### src/rtl/axi_read_port_arbiter.sv
// axi_read_port_arbiter
// Shares one burst read master between two command sources. Each source
// owns a one-deep command slot; slots are served round-robin, one burst at
// a time, and returned beats are steered only to the requester that owns
// the burst currently in flight.
module axi_read_port_arbiter #(
    parameter int ADDR_WIDTH = 32,
    parameter int DATA_WIDTH = 32,
    parameter int LEN_WIDTH  = 32
) (
    input  logic                  clk,
    input  logic                  rst_n,
    input  logic                  req0_start,
    input  logic [ADDR_WIDTH-1:0] req0_addr,
    input  logic [LEN_WIDTH-1:0]  req0_len,
    input  logic [2:0]            req0_size,
    input  logic [1:0]            req0_burst,
    input  logic                  req1_start,
    input  logic [ADDR_WIDTH-1:0] req1_addr,
    input  logic [LEN_WIDTH-1:0]  req1_len,
    input  logic [2:0]            req1_size,
    input  logic [1:0]            req1_burst,
    output logic                  start_read,
    output logic [ADDR_WIDTH-1:0] read_addr,
    output logic [LEN_WIDTH-1:0]  read_len,
    output logic [2:0]            read_size,
    output logic [1:0]            read_burst,
    input  logic                  rvalid,
    input  logic                  rlast,
    input  logic [DATA_WIDTH-1:0] rdata,
    output logic                  req0_rvalid,
    output logic                  req1_rvalid,
    output logic                  req0_rlast,
    output logic                  req1_rlast,
    output logic [DATA_WIDTH-1:0] req_rdata,
    output logic                  grant,
    output logic                  busy,
    output logic [1:0]            overflow,
    output logic                  stray_beat
);

    typedef enum logic [1:0] {
        ST_IDLE  = 2'd0,
        ST_ISSUE = 2'd1,
        ST_WAIT  = 2'd2
    } state_e;

    state_e                state_q, state_d;
    logic [1:0]            pending_q, pending_d;
    logic [ADDR_WIDTH-1:0] slotAddr_q [2];
    logic [ADDR_WIDTH-1:0] slotAddr_d [2];
    logic [LEN_WIDTH-1:0]  slotLen_q [2];
    logic [LEN_WIDTH-1:0]  slotLen_d [2];
    logic [2:0]            slotSize_q [2];
    logic [2:0]            slotSize_d [2];
    logic [1:0]            slotBurst_q [2];
    logic [1:0]            slotBurst_d [2];
    logic                  lastGrant_q, lastGrant_d;
    logic                  grant_q, grant_d;
    logic [ADDR_WIDTH-1:0] readAddr_q, readAddr_d;
    logic [LEN_WIDTH-1:0]  readLen_q, readLen_d;
    logic [2:0]            readSize_q, readSize_d;
    logic [1:0]            readBurst_q, readBurst_d;
    logic [1:0]            overflow_q, overflow_d;
    logic                  stray_q, stray_d;

    logic [1:0]            reqStart;
    logic [ADDR_WIDTH-1:0] reqAddr [2];
    logic [LEN_WIDTH-1:0]  reqLen [2];
    logic [2:0]            reqSize [2];
    logic [1:0]            reqBurst [2];
    logic                  winner;
    logic                  grantNow;

    assign reqStart    = {req1_start, req0_start};
    assign reqAddr[0]  = req0_addr;
    assign reqAddr[1]  = req1_addr;
    assign reqLen[0]   = req0_len;
    assign reqLen[1]   = req1_len;
    assign reqSize[0]  = req0_size;
    assign reqSize[1]  = req1_size;
    assign reqBurst[0] = req0_burst;
    assign reqBurst[1] = req1_burst;

    // Round-robin pick: a lone pending slot wins, a tie goes to whoever was not served last
    always_comb begin
        winner   = pending_q[1];
        grantNow = 1'b0;
        if (pending_q == 2'b11) begin
            winner = ~lastGrant_q;
        end
        if ((state_q == ST_IDLE) && (pending_q != 2'b00)) begin
            grantNow = 1'b1;
        end
    end

    // Next-state logic: FSM sequencing, grant loading, slot capture and sticky error flags
    always_comb begin
        state_d     = state_q;
        pending_d   = pending_q;
        slotAddr_d  = slotAddr_q;
        slotLen_d   = slotLen_q;
        slotSize_d  = slotSize_q;
        slotBurst_d = slotBurst_q;
        lastGrant_d = lastGrant_q;
        grant_d     = grant_q;
        readAddr_d  = readAddr_q;
        readLen_d   = readLen_q;
        readSize_d  = readSize_q;
        readBurst_d = readBurst_q;
        overflow_d  = overflow_q;
        stray_d     = stray_q;

        case (state_q)
            ST_IDLE: begin
                if (grantNow) begin
                    state_d            = ST_ISSUE;
                    grant_d            = winner;
                    lastGrant_d        = winner;
                    readAddr_d         = slotAddr_q[winner];
                    readLen_d          = slotLen_q[winner];
                    readSize_d         = slotSize_q[winner];
                    readBurst_d        = slotBurst_q[winner];
                    pending_d[winner]  = 1'b0;
                end
            end
            ST_ISSUE: begin
                state_d = ST_WAIT;
            end
            ST_WAIT: begin
                if (rvalid && rlast) begin
                    state_d = ST_IDLE;
                end
            end
            default: begin
                state_d = ST_IDLE;
            end
        endcase

        // A slot being granted this cycle is already free, so a new command may refill it
        for (int i = 0; i < 2; i++) begin
            if (reqStart[i]) begin
                if (!pending_q[i] || (grantNow && (winner == 1'(i)))) begin
                    pending_d[i]   = 1'b1;
                    slotAddr_d[i]  = reqAddr[i];
                    slotLen_d[i]   = reqLen[i];
                    slotSize_d[i]  = reqSize[i];
                    slotBurst_d[i] = reqBurst[i];
                end else begin
                    overflow_d[i] = 1'b1;
                end
            end
        end

        if (rvalid && (state_q != ST_WAIT)) begin
            stray_d = 1'b1;
        end
    end

    // State and slot registers; reset discards any queued commands
    always_ff @(posedge clk or negedge rst_n) begin
        if (!rst_n) begin
            state_q     <= ST_IDLE;
            pending_q   <= 2'b00;
            slotAddr_q  <= '{default: '0};
            slotLen_q   <= '{default: '0};
            slotSize_q  <= '{default: '0};
            slotBurst_q <= '{default: '0};
            lastGrant_q <= 1'b1;
            grant_q     <= 1'b0;
            readAddr_q  <= '0;
            readLen_q   <= '0;
            readSize_q  <= '0;
            readBurst_q <= '0;
            overflow_q  <= 2'b00;
            stray_q     <= 1'b0;
        end else begin
            state_q     <= state_d;
            pending_q   <= pending_d;
            slotAddr_q  <= slotAddr_d;
            slotLen_q   <= slotLen_d;
            slotSize_q  <= slotSize_d;
            slotBurst_q <= slotBurst_d;
            lastGrant_q <= lastGrant_d;
            grant_q     <= grant_d;
            readAddr_q  <= readAddr_d;
            readLen_q   <= readLen_d;
            readSize_q  <= readSize_d;
            readBurst_q <= readBurst_d;
            overflow_q  <= overflow_d;
            stray_q     <= stray_d;
        end
    end

    assign start_read  = (state_q == ST_ISSUE);
    assign busy        = (state_q != ST_IDLE);
    assign grant       = grant_q;
    assign read_addr   = readAddr_q;
    assign read_len    = readLen_q;
    assign read_size   = readSize_q;
    assign read_burst  = readBurst_q;
    assign overflow    = overflow_q;
    assign stray_beat  = stray_q;

    assign req0_rvalid = rvalid & (state_q == ST_WAIT) & ~grant_q;
    assign req1_rvalid = rvalid & (state_q == ST_WAIT) &  grant_q;
    assign req0_rlast  = rlast  & (state_q == ST_WAIT) & ~grant_q;
    assign req1_rlast  = rlast  & (state_q == ST_WAIT) &  grant_q;
    assign req_rdata   = rdata;

endmodule

### config.mk
export PLATFORM = sky130hd
export DESIGN_NAME = axi_read_port_arbiter
export DESIGN_NICKNAME = d
export VERILOG_FILES = /design/src/rtl/axi_read_port_arbiter.sv
export SDC_FILE = /design/constraint.sdc
export NUM_CORES = 1
export LEC_CHECK = 0
export BUFFER_PORTS_ARGS = -buffer_cell sky130_fd_sc_hd__buf_4
export CAP_MARGIN = 20
export CORE_MARGIN = 2
export CORE_UTILIZATION = 35
export DETAILED_ROUTE_END_ITERATION = 10
export HOLD_SLACK_MARGIN = 0.06
export SLEW_MARGIN = 5
export SYNTH_ARGS = -nofsm -noshare
export SYNTH_HDL_FRONTEND = slang
export SYNTH_SLANG_ARGS = --single-unit
### constraint.sdc
create_clock -name clk -period 3.4 [get_ports clk]
set_input_delay 0.34 -clock clk [delete_from_list [all_inputs] [get_ports clk]]
set_output_delay 0.34 -clock clk [all_outputs]
set_load 0.05 [all_outputs]
==> qor.yml, run 1 <==
worst_setup_path:
  criticalPathCategory: "register to register"
  start_kind: "register"
  crit_fanout: 15
  cp_common_cell: "mux2_4"
  end_kind: "register"
  worstPathArrival_ns: 2.47
  worstPathRequired_ns: 3.80
  slowest_stage: "dfstp_2"
  path_cells: "a21bo_4 -> buf_4 -> mux2_4 -> mux2_4"
  worst_path_largest_cell_delay_ns: 0.58
logic_synthesis:
  synth_top_area_cell: "dfrtp_1"
  syn_inst: 748
  synthDistinctLibCells: 31
  yosysWarnings: 0
  syn-mean-instance-area_sq_um: 13.35
  synth-seq-cells: 216
  synth_fp_nets: 924
  synth_edf_count: 0
  synthesis.area_sq_um: 9983
  synth_top_flop_cell: "dfrtp_1"
  synthArstFlopShare_pct: 100.0
  netlist.area_leader.share_pct: 53.89
  synth_area_leaders: "dfrtp_1, mux2_4, mux2_2"
  synth-seq-area-share_pct: 54.15
power:
  ir_drop_uv: 616.0
  powerDensity_nw_per_um2: 1140
  p_leak_nw: 6.434
clocking:
  cts_tree: "yes"
  cts_buffers: 25
  postCtsSetupRepairBufs: 0
  hold_buffers: 72
  cts_resized: 0
  clk_latency_ns: 0.52
  h-tree-depth: 1
  cts.sinks: 216
  clock_path_buffers: 3
  clk_pin_slew_ns: 0.06
  clockRootBuffer: "clkbuf_16"
sta:
  period_share_pct: 60.90
  hold_violations: 0
  tns_ns: 0
  setup_slack_ns: 1.329
  finalSetupViolCount: 0
  rsz0062_at_grt: "false"
  min_period_ns: 2.071
  maxSlewHeadroom_pct: 38.27
  holdWs_ns: 0.08438
  finalMaxSlewViolations: 0
  fin_skew_ns: 0.01240
  fmax_mhz: 483.0
  worstMarginPinSlew_ns: 0.9259
place:
  placed_area_sq_um: 11740
  place.gp.congestion: 0.7226
  dp_hpwl_mm: 15.52
  portBuffers: 222
  dpl_worst_slack_ns: 1.306
die:
  chipWidth_um: 172.9
  ios: 287
  start_util_pct: 35.74
  die_area_sq_um: 29890
  die_h_um: 172.9
  rows: 61
  core_area_sq_um: 27930
grt:
  grt_pass1_wl_mm: 40.63
  grt_pass1_vias: 6997
  antenna_found_initial: 0
  grt_overflow: 0
  grt_max_degree: 95
  grt.total_usage_pct: 16.88
layout:
  final_cell_mix: "buf_4, dfrtp_1, nand2_1, mux2_4, dlygate4sd3_1"
  nNetsFinal: 1173
  finalInstanceArea_sq_um: 13260
  area_delta_synth_final_pct: 32.80
  multi_input_area_sq_um: 4024
  register_area_sq_um: 5406
  n_antenna_cell: 0
  fillers: 2539
  layout_commonest_cell: "buf_4"
  drive_above_1_share_pct: 47.09
detailed_routing:
  dr.pass1.iters: 4
  drt_wl_total_mm: 25.60
  vias_per_cell: 4.756
  wl_per_cell_um: 18.38
  drc_errors: 0
  drt.antenna.violating_nets: 0
  num_vias: 6625
  first_iter_violations: 323
outcome:
  status: "completed"
worst_hold_path:
  hold_path.class: "primary input to register"
flow_run:
  maxCapViolations: 0
## kinds of logic (layout without fill, tap and decap cells)
logic type,Yosys count,after routing,share of synthesized area (%)
compound gates,81,81,5.164
simple gates,155,155,6.216
buf+inv,89,356,5.928
flops,216,216,54.15
mux,207,207,28.54
## cell usage after synthesis (3+ instances only)
| cell type | number |
|---|---|
| dfrtp_1 | 215 |
| nand2_1 | 140 |
| mux2_4 | 138 |
| o22ai_1 | 70 |
| mux2_2 | 59 |
| buf_4 | 40 |
| clkbuf_1 | 24 |
| buf_2 | 11 |
| mux2_1 | 10 |
| buf_8 | 7 |
| nor2_1 | 4 |
| inv_1 | 3 |
| nor2b_1 | 3 |
## sequential cells by signal (all words and copies together), names as in the netlist
signal / cells
slotBurst_q: 4
state_q: 2
read_burst: 2
read_len: 32
slotSize_q: 6
slotLen_q: 64
grant: 1
pending_q: 2
stray_beat: 1
overflow: 2
lastGrant_q: 1
read_addr: 32
read_size: 3
slotAddr_q: 64
## worst paths after layout
check                         startpoint              to  slack, ns  depth (start not counted)
hold reg to reg              overflow[0]     overflow[0]       0.48                          1
setup / recovery             lastGrant_q   read_addr[29]       1.33                          4
hold / removal             req0_addr[23]  slotAddr_q[55]       0.08                          3
min in group asynchronous          rst_n    read_len[13]       0.44                          2
max in group asynchronous          rst_n   slotLen_q[29]       2.12                          3
setup reg to reg             lastGrant_q   read_addr[29]       1.33                          4
## cell type report
cell class	instances	share of cell area, %
Clock buffer	39	5.568
Multi-Input combinational cell	443	30.35
Sequential cell	216	40.78
Inverter	4	0.1133
Timing Repair Buffer	307	19.18
Clock inverter	6	0.4436
Tap cell	378	3.567
## critical path: cells and delay by family, from the launching register on
family | cells | cell delay (ns)
flip-flops | 1 | 0.58
buffers and inverters | 1 | 0.38
AO/OA/AOI/OAI | 1 | 0.38
multiplexers | 2 | 0.59
## routing by layer
metal | wire length, um | global-route usage (%) | up-vias | share of wire (%)
met2 | 11490 | 26.27 | 229 | 45
met1 | 11790 | 23.79 | 3275 | 46
met4 | 432 | 3.778 | 0 | 1.7
met3 | 1886 | 4.266 | 44 | 7.4
met5 | 0 | 0 | - | 0
li1 | - | - | 3077 | -
## metrics by stage
stage               util (%)  power, mW  instances
global placement       42.03      12.37       1276
floorplan                  -      10.86        748
global route           47.46      15.93       1393
finish                 47.46      15.11       1393
detailed placement     42.03      12.53       1276
CTS                    47.46      15.29       1393
## power breakdown
group          switching, mW  total [mW]  internal (mW)  leakage [nW]
clock                   1.05        2.61           1.56         0.395
sequential             0.746        4.63           3.88          2.61
combinational           3.94        7.87           3.93          3.43
No activity file was read; power rests on OpenSTA's default activity.
==> inputs of run 2 (changes only) <==
--- a/config.mk
+++ b/config.mk
@@ -5,6 +5,7 @@
 export SDC_FILE = /design/constraint.sdc
 export NUM_CORES = 1
 export LEC_CHECK = 0
+export ABC_AREA = 1
 export BUFFER_PORTS_ARGS = -buffer_cell sky130_fd_sc_hd__buf_4
 export CAP_MARGIN = 20
 export CORE_MARGIN = 2
==> constraint.sdc (replaced) <==
create_clock -name clk -period 2.1 [get_ports clk]
set_input_delay 0.21 -clock clk [delete_from_list [all_inputs] [get_ports clk]]
set_output_delay 0.21 -clock clk [all_outputs]
set_load 0.05 [all_outputs]
==> run 2 against run 1 <==
  * Utilization is 2.4 points higher
  * Sequential power rose by 59%
  * Highest routed layer unchanged
  * Critical endpoint is now busy
  * Clock skew down 0.0053 ns
==> qor.yml, run 2 <==
worst_setup_path:
  worstPathArrival_ns: 1.81
  rr_endpoint: "slotLen_q[49]"
  crit_start: "state_q[1]"
  criticalPathCategory: "register to primary output"
  r2r_cells: 7
  worstPathRequired_ns: 1.89
  crit_fanout: 41
  cp-endpoint: "busy"
  end_kind: "primary output"
  start_kind: "register"
  reg2reg_slack_ns: 0.34
  rr_startpoint: "state_q[1]"
die:
  rows: 61
  die_h_um: 171.1
  chipWidth_um: 171.1
  core_area_sq_um: 27630
  ios: 287
  start_util_pct: 35.35
  die_area_sq_um: 29260
logic_synthesis:
  synth_edf_count: 0
  post-synth-top-count-cell: "nand2_1"
  synthTopCellsByCount: "nand2_1, dfrtp_1, inv_1, o21ai_0, nor2_1"
  syn-mean-instance-area_sq_um: 8.166
  yosysWarnings: 0
  synthArstFlopShare_pct: 100.0
  synth-seq-area-share_pct: 55.35
  syn_inst: 1196
  synthDistinctLibCells: 21
  synth_fp_nets: 1372
  synth-seq-cells: 216
  synthesis.area_sq_um: 9767
  synth_area_leaders: "dfrtp_1, nand2_1, o21ai_0"
  synth_top_area_cell: "dfrtp_1"
  netlist.area_leader.share_pct: 55.09
  synth_top_flop_cell: "dfrtp_1"
grt:
  antenna_found_initial: 0
  grt_max_degree: 109
  grt.total_usage_pct: 18.80
  grt_pass1_wl_mm: 44.42
  grt_overflow: 0
  grt_pass1_vias: 8708
clocking:
  clockRootBuffer: "clkbuf_16"
  cts.sinks: 216
  clk_pin_slew_ns: 0.06
  h-tree-depth: 1
  cts_resized: 0
  cts_tree: "yes"
  postCtsSetupRepairBufs: 0
  clock_path_buffers: 3
  cts_buffers: 25
  clk_latency_ns: 0.51
place:
  portBuffers: 222
  place.gp.congestion: 0.7862
  dp.cells: 1706
  dp_hpwl_mm: 17.00
power:
  p_leak_nw: 7.083
  swShare_pct: 45.64
  ir_drop_uv: 917.6
  p_int_mw: 12.18
  comb_power_share_pct: 48.7
  switching_power_mw: 10.23
  clockPowerShare_pct: 18.5
  powerDensity_nw_per_um2: 1628
  p_seq_share_pct: 32.8
  fin_total_pwr_mw: 22.41
layout:
  layout.cells.non_filler: 1891
  fin_util_pct: 49.84
  area_delta_synth_final_pct: 40.98
  drive_above_1_share_pct: 18.85
  nNetsFinal: 1672
  final_cell_mix: "nand2_1, buf_4, dfrtp_1, inv_1, o21ai_0"
  reg.largest.list: "slotAddr_q x64, slotLen_q x64"
  layout_commonest_cell: "nand2_1"
detailed_routing:
  first_iter_violations: 591
  dr.pass1.iters: 5
  wl_per_cell_um: 14.68
  drt_wl_total_mm: 27.76
  drt.antenna.violating_nets: 0
  drc_errors: 0
  num_vias: 8713
  vias_per_cell: 4.608
sta:
  rsz0062_at_grt: "false"
  fin_skew_ns: 0.007051
  hold_violations: 0
  tns_ns: 0
  min_period_ns: 2.015
  finalSetupViolCount: 0
  worstMarginPinSlew_ns: 0.7601
  fmax_mhz: 496.2
  period_share_pct: 95.97
  finalMaxSlewViolations: 0
  maxSlewHeadroom_pct: 49.33
flow_run:
  maxCapViolations: 0
outcome:
  status: "completed"
worst_hold_path:
  hold_path.class: "primary input to register"
[run 2: changes by cell type in the layout (fill, tap and decap cells not counted), moves of 5 or more]
cell           delta
buf_4             +5
dlygate4sd3_1    +69
inv_1           +145
mux2_1           -10
mux2_2           -59
mux2_4          -138
nand2_1         +211
nand4_1          +70
nor2_1           +67
o21ai_0         +144
o21ai_1          +67
o22ai_1          -70
[run 2: cells by family (layout without fill, tap and decap cells)]
group                  after synthesis  in the layout  share of synthesized area, %
and+or+nand+nor                    507            507                         21.68
other                                0              1                             0
AOI/OAI and AO/OA                  212            212                         10.89
DFF                                216            216                         55.35
buffers and inverters              261            577                         12.08
[run 2: final cells by class]
cell class                 instances  area, sq um
multi-input combinational        719         3208
sequential                       216         5406
timing repair buffer             385         3351
antenna                            1        2.502
inverter                         149        559.3
tap                              378        473.0
clock buffer                      42        739.5
fill                            2618        13860
clock inverter                     1        30.03
[run 2: how the worst min path moves through the flow]
stage                     from             end  slack [ns]  depth (start not counted)
CTS                 req0_start     overflow[0]        0.09                          3
detailed placement       rst_n  slotAddr_q[26]        0.21                          1
finish              req0_start     overflow[0]        0.12                          3
global placement         rst_n  slotAddr_q[26]        0.21                          1
floorplan                rst_n           grant       -0.09                          0
global route        req0_start     overflow[0]        0.14                          3
[run 2: critical path: stages, from the launching register on]
cell,delay (ns)
dfrtp_1,0.40
nor2_2,0.06
inv_2,0.11
buf_4,0.43
buf_4,0.29
[run 2: layer usage]
metal | wire, um | vias to the layer above | part of all wire [%] | GRT usage (%)
met5 | 0 | - | 0 | 0
met4 | 588 | 0 | 2.1 | 5.380
met3 | 1370 | 40 | 4.9 | 2.753
met2 | 13130 | 222 | 47 | 31.68
met1 | 12670 | 4118 | 46 | 25.20
li1 | - | 4333 | - | -
[run 2: timing repair]
item / in CTS / in global routing
hold buffers: 141 / 0
endpoints found under the hold margin: 201 / 0
endpoints found under the setup margin: 0 / 0
[run 2: per-stage QoR]
stage               cell area [sq um]  hold slack (ns)  setup slack, ns
global placement                11590           0.2068           0.3416
CTS                             13770          0.09004          0.07276
global route                    13770           0.1372          0.01676
floorplan                        9767         -0.08559         0.009208
finish                          13770           0.1190          0.08461
detailed placement              11590           0.2131           0.3281
[run 2: power by group through the flow]
stage          Sequential [mW]  Clock, mW  Combinational, mW
2_1_floorplan             9.31          0               5.71
3_3_place_gp              7.38          0               10.6
3_5_place_dp              7.40          0               10.8
4_1_cts                   7.36       4.27               11.0
5_1_grt                   7.59       4.44               12.1
6_report                  7.35       4.15               10.9
==> inputs of run 3 (changes only) <==
--- a/config.mk
+++ b/config.mk
@@ -11,7 +11,7 @@
 export CORE_MARGIN = 2
 export CORE_UTILIZATION = 35
 export DETAILED_ROUTE_END_ITERATION = 10
-export HOLD_SLACK_MARGIN = 0.06
+export HOLD_SLACK_MARGIN = 0.12
 export SLEW_MARGIN = 5
 export SYNTH_ARGS = -nofsm -noshare
 export SYNTH_HDL_FRONTEND = slang
==> run 3 against run 2 <==
  * Maximum frequency is 0.35% higher
  * Critical path type unchanged
  * First-iteration DRC count is 2.7% lower
  * Cell count hardly changed
  * Register-to-register slack hardly changed
  * Clock skew hardly changed
  * Setup slack better by 0.0070 ns
  * Via count is 0.28% higher
  * Highest routed layer unchanged
  * Non-clock buffer count is 1 higher
==> qor.yml, run 3 (synthesis gave the netlist of run 2 again) <==
outcome:
  status: "completed"
worst_setup_path:
  end_kind: "primary output"
  crit_fanout: 41
  worstPathArrival_ns: 1.80
  criticalPathCategory: "register to primary output"
  worstPathRequired_ns: 1.89
  start_kind: "register"
flow_run:
  maxCapViolations: 0
detailed_routing:
  drc_errors: 0
  drt.antenna.violating_nets: 0
  wl_met3_mm: 1.366
  num_vias: 8737
  dr.pass1.iters: 5
  maxUsedRoutingLayer: "met4"
  first_iter_violations: 575
  wl_met1_mm: 12.68
  drt_wl_total_mm: 27.78
  wl_per_cell_um: 14.68
  wl_met2_mm: 13.18
  vias_per_cell: 4.618
sta:
  period_share_pct: 95.64
  min_period_ns: 2.008
  tns_ns: 0
  fin_skew_ns: 0.006571
  fmax_mhz: 497.9
  rsz0062_at_grt: "false"
  finalSetupViolCount: 0
  hold_violations: 0
  worstMarginPinSlew_ns: 0.7511
  maxSlewHeadroom_pct: 49.93
  finalMaxSlewViolations: 0
die:
  core_area_sq_um: 27630
  ios: 287
  die_h_um: 171.1
  die_area_sq_um: 29260
  start_util_pct: 35.35
  chipWidth_um: 171.1
  rows: 61
layout:
  drive_above_1_share_pct: 18.84
  nNetsFinal: 1673
  layout_commonest_cell: "nand2_1"
  fin_util_pct: 49.87
  final_cell_mix: "nand2_1, buf_4, dfrtp_1, inv_1, o21ai_0"
  area_delta_synth_final_pct: 41.08
  layout.cells.non_filler: 1892
  reg.largest.list: "slotAddr_q x64, slotLen_q x64"
clocking:
  cts_tree: "yes"
  cts_buffers: 25
  clk_latency_ns: 0.51
  clockRootBuffer: "clkbuf_16"
  cts.sinks: 216
  h-tree-depth: 1
  clk_pin_slew_ns: 0.06
  clock_path_buffers: 3
power:
  powerDensity_nw_per_um2: 1627
  fin_total_pwr_mw: 22.42
  clockPowerShare_pct: 18.5
  comb_power_share_pct: 48.7
  p_seq_share_pct: 32.8
  swShare_pct: 45.65
  p_int_mw: 12.18
  p_leak_nw: 7.087
  ir_drop_uv: 916.4
  switching_power_mw: 10.23
grt:
  grt_overflow: 0
  antenna_found_initial: 0
  grt_pass1_wl_mm: 44.46
  grt_max_degree: 109
  grt.total_usage_pct: 18.82
  grt_pass1_vias: 8709
place:
  portBuffers: 222
  dp.cells: 1706
  dp_hpwl_mm: 17.00
  place.gp.congestion: 0.7862
worst_hold_path:
  hold_path.class: "primary input to register"
[run 3: power by group through the flow]
stage / logic, mW / clock network [mW] / registers (mW)
after floorplan: 5.71 / 0 / 9.31
after global placement: 10.6 / 0 / 7.38
after detailed placement: 10.8 / 0 / 7.40
after CTS: 11.0 / 4.27 / 7.36
after global routing: 12.1 / 4.44 / 7.59
final: 10.9 / 4.15 / 7.35
[run 3: metal layers]
layer	vias to the layer above	GRT usage [%]
met4	0	5.195
met3	40	2.753
met5	-	0
met2	227	31.82
met1	4135	25.23
li1	4335	-
[run 3: path summary, 6_finish.rpt]
path | from | endpoint | slack [ns] | cells after the start
setup / recovery | state_q[1] | busy | 0.09 | 4
max in group asynchronous | rst_n | read_len[7] | 1.13 | 3
hold reg to reg | overflow[0] | overflow[0] | 0.47 | 2
hold / removal | rlast | state_q[1] | 0.14 | 4
min in group asynchronous | rst_n | slotAddr_q[23] | 0.23 | 2
setup reg to reg | state_q[1] | slotLen_q[49] | 0.34 | 7
[run 3: final cells by class]
| cell class | instances | area, sq um |
|---|---|---|
| antenna | 1 | 2.502 |
| multi-input combinational | 719 | 3208 |
| tap | 378 | 473.0 |
| clock buffer | 42 | 739.5 |
| inverter | 149 | 559.3 |
| sequential | 216 | 5406 |
| fill | 2617 | 13850 |
| timing repair buffer | 386 | 3361 |
| clock inverter | 1 | 30.03 |
[run 3: repair_timing]
action,in CTS,in global routing
endpoints found under the hold margin,202,0
resized for setup,0,0
setup buffers,0,0
endpoints found under the setup margin,0,0
hold buffers,142,0
[run 3: critical path: stages (launching register included)]
cell	delay (ns)
dfrtp_1	0.40
nor2_2	0.06
inv_2	0.11
buf_4	0.42
buf_4	0.29
[run 3: metrics by stage]
step	hold slack, ns	setup WS [ns]	area (sq um)
after floorplan	-0.08559	0.009208	9767
after global placement	0.2068	0.3416	11590
after detailed placement	0.2131	0.3281	11590
after CTS	0.1434	0.07276	13780
after global routing	0.1749	0.01676	13780
final	0.1415	0.09157	13780
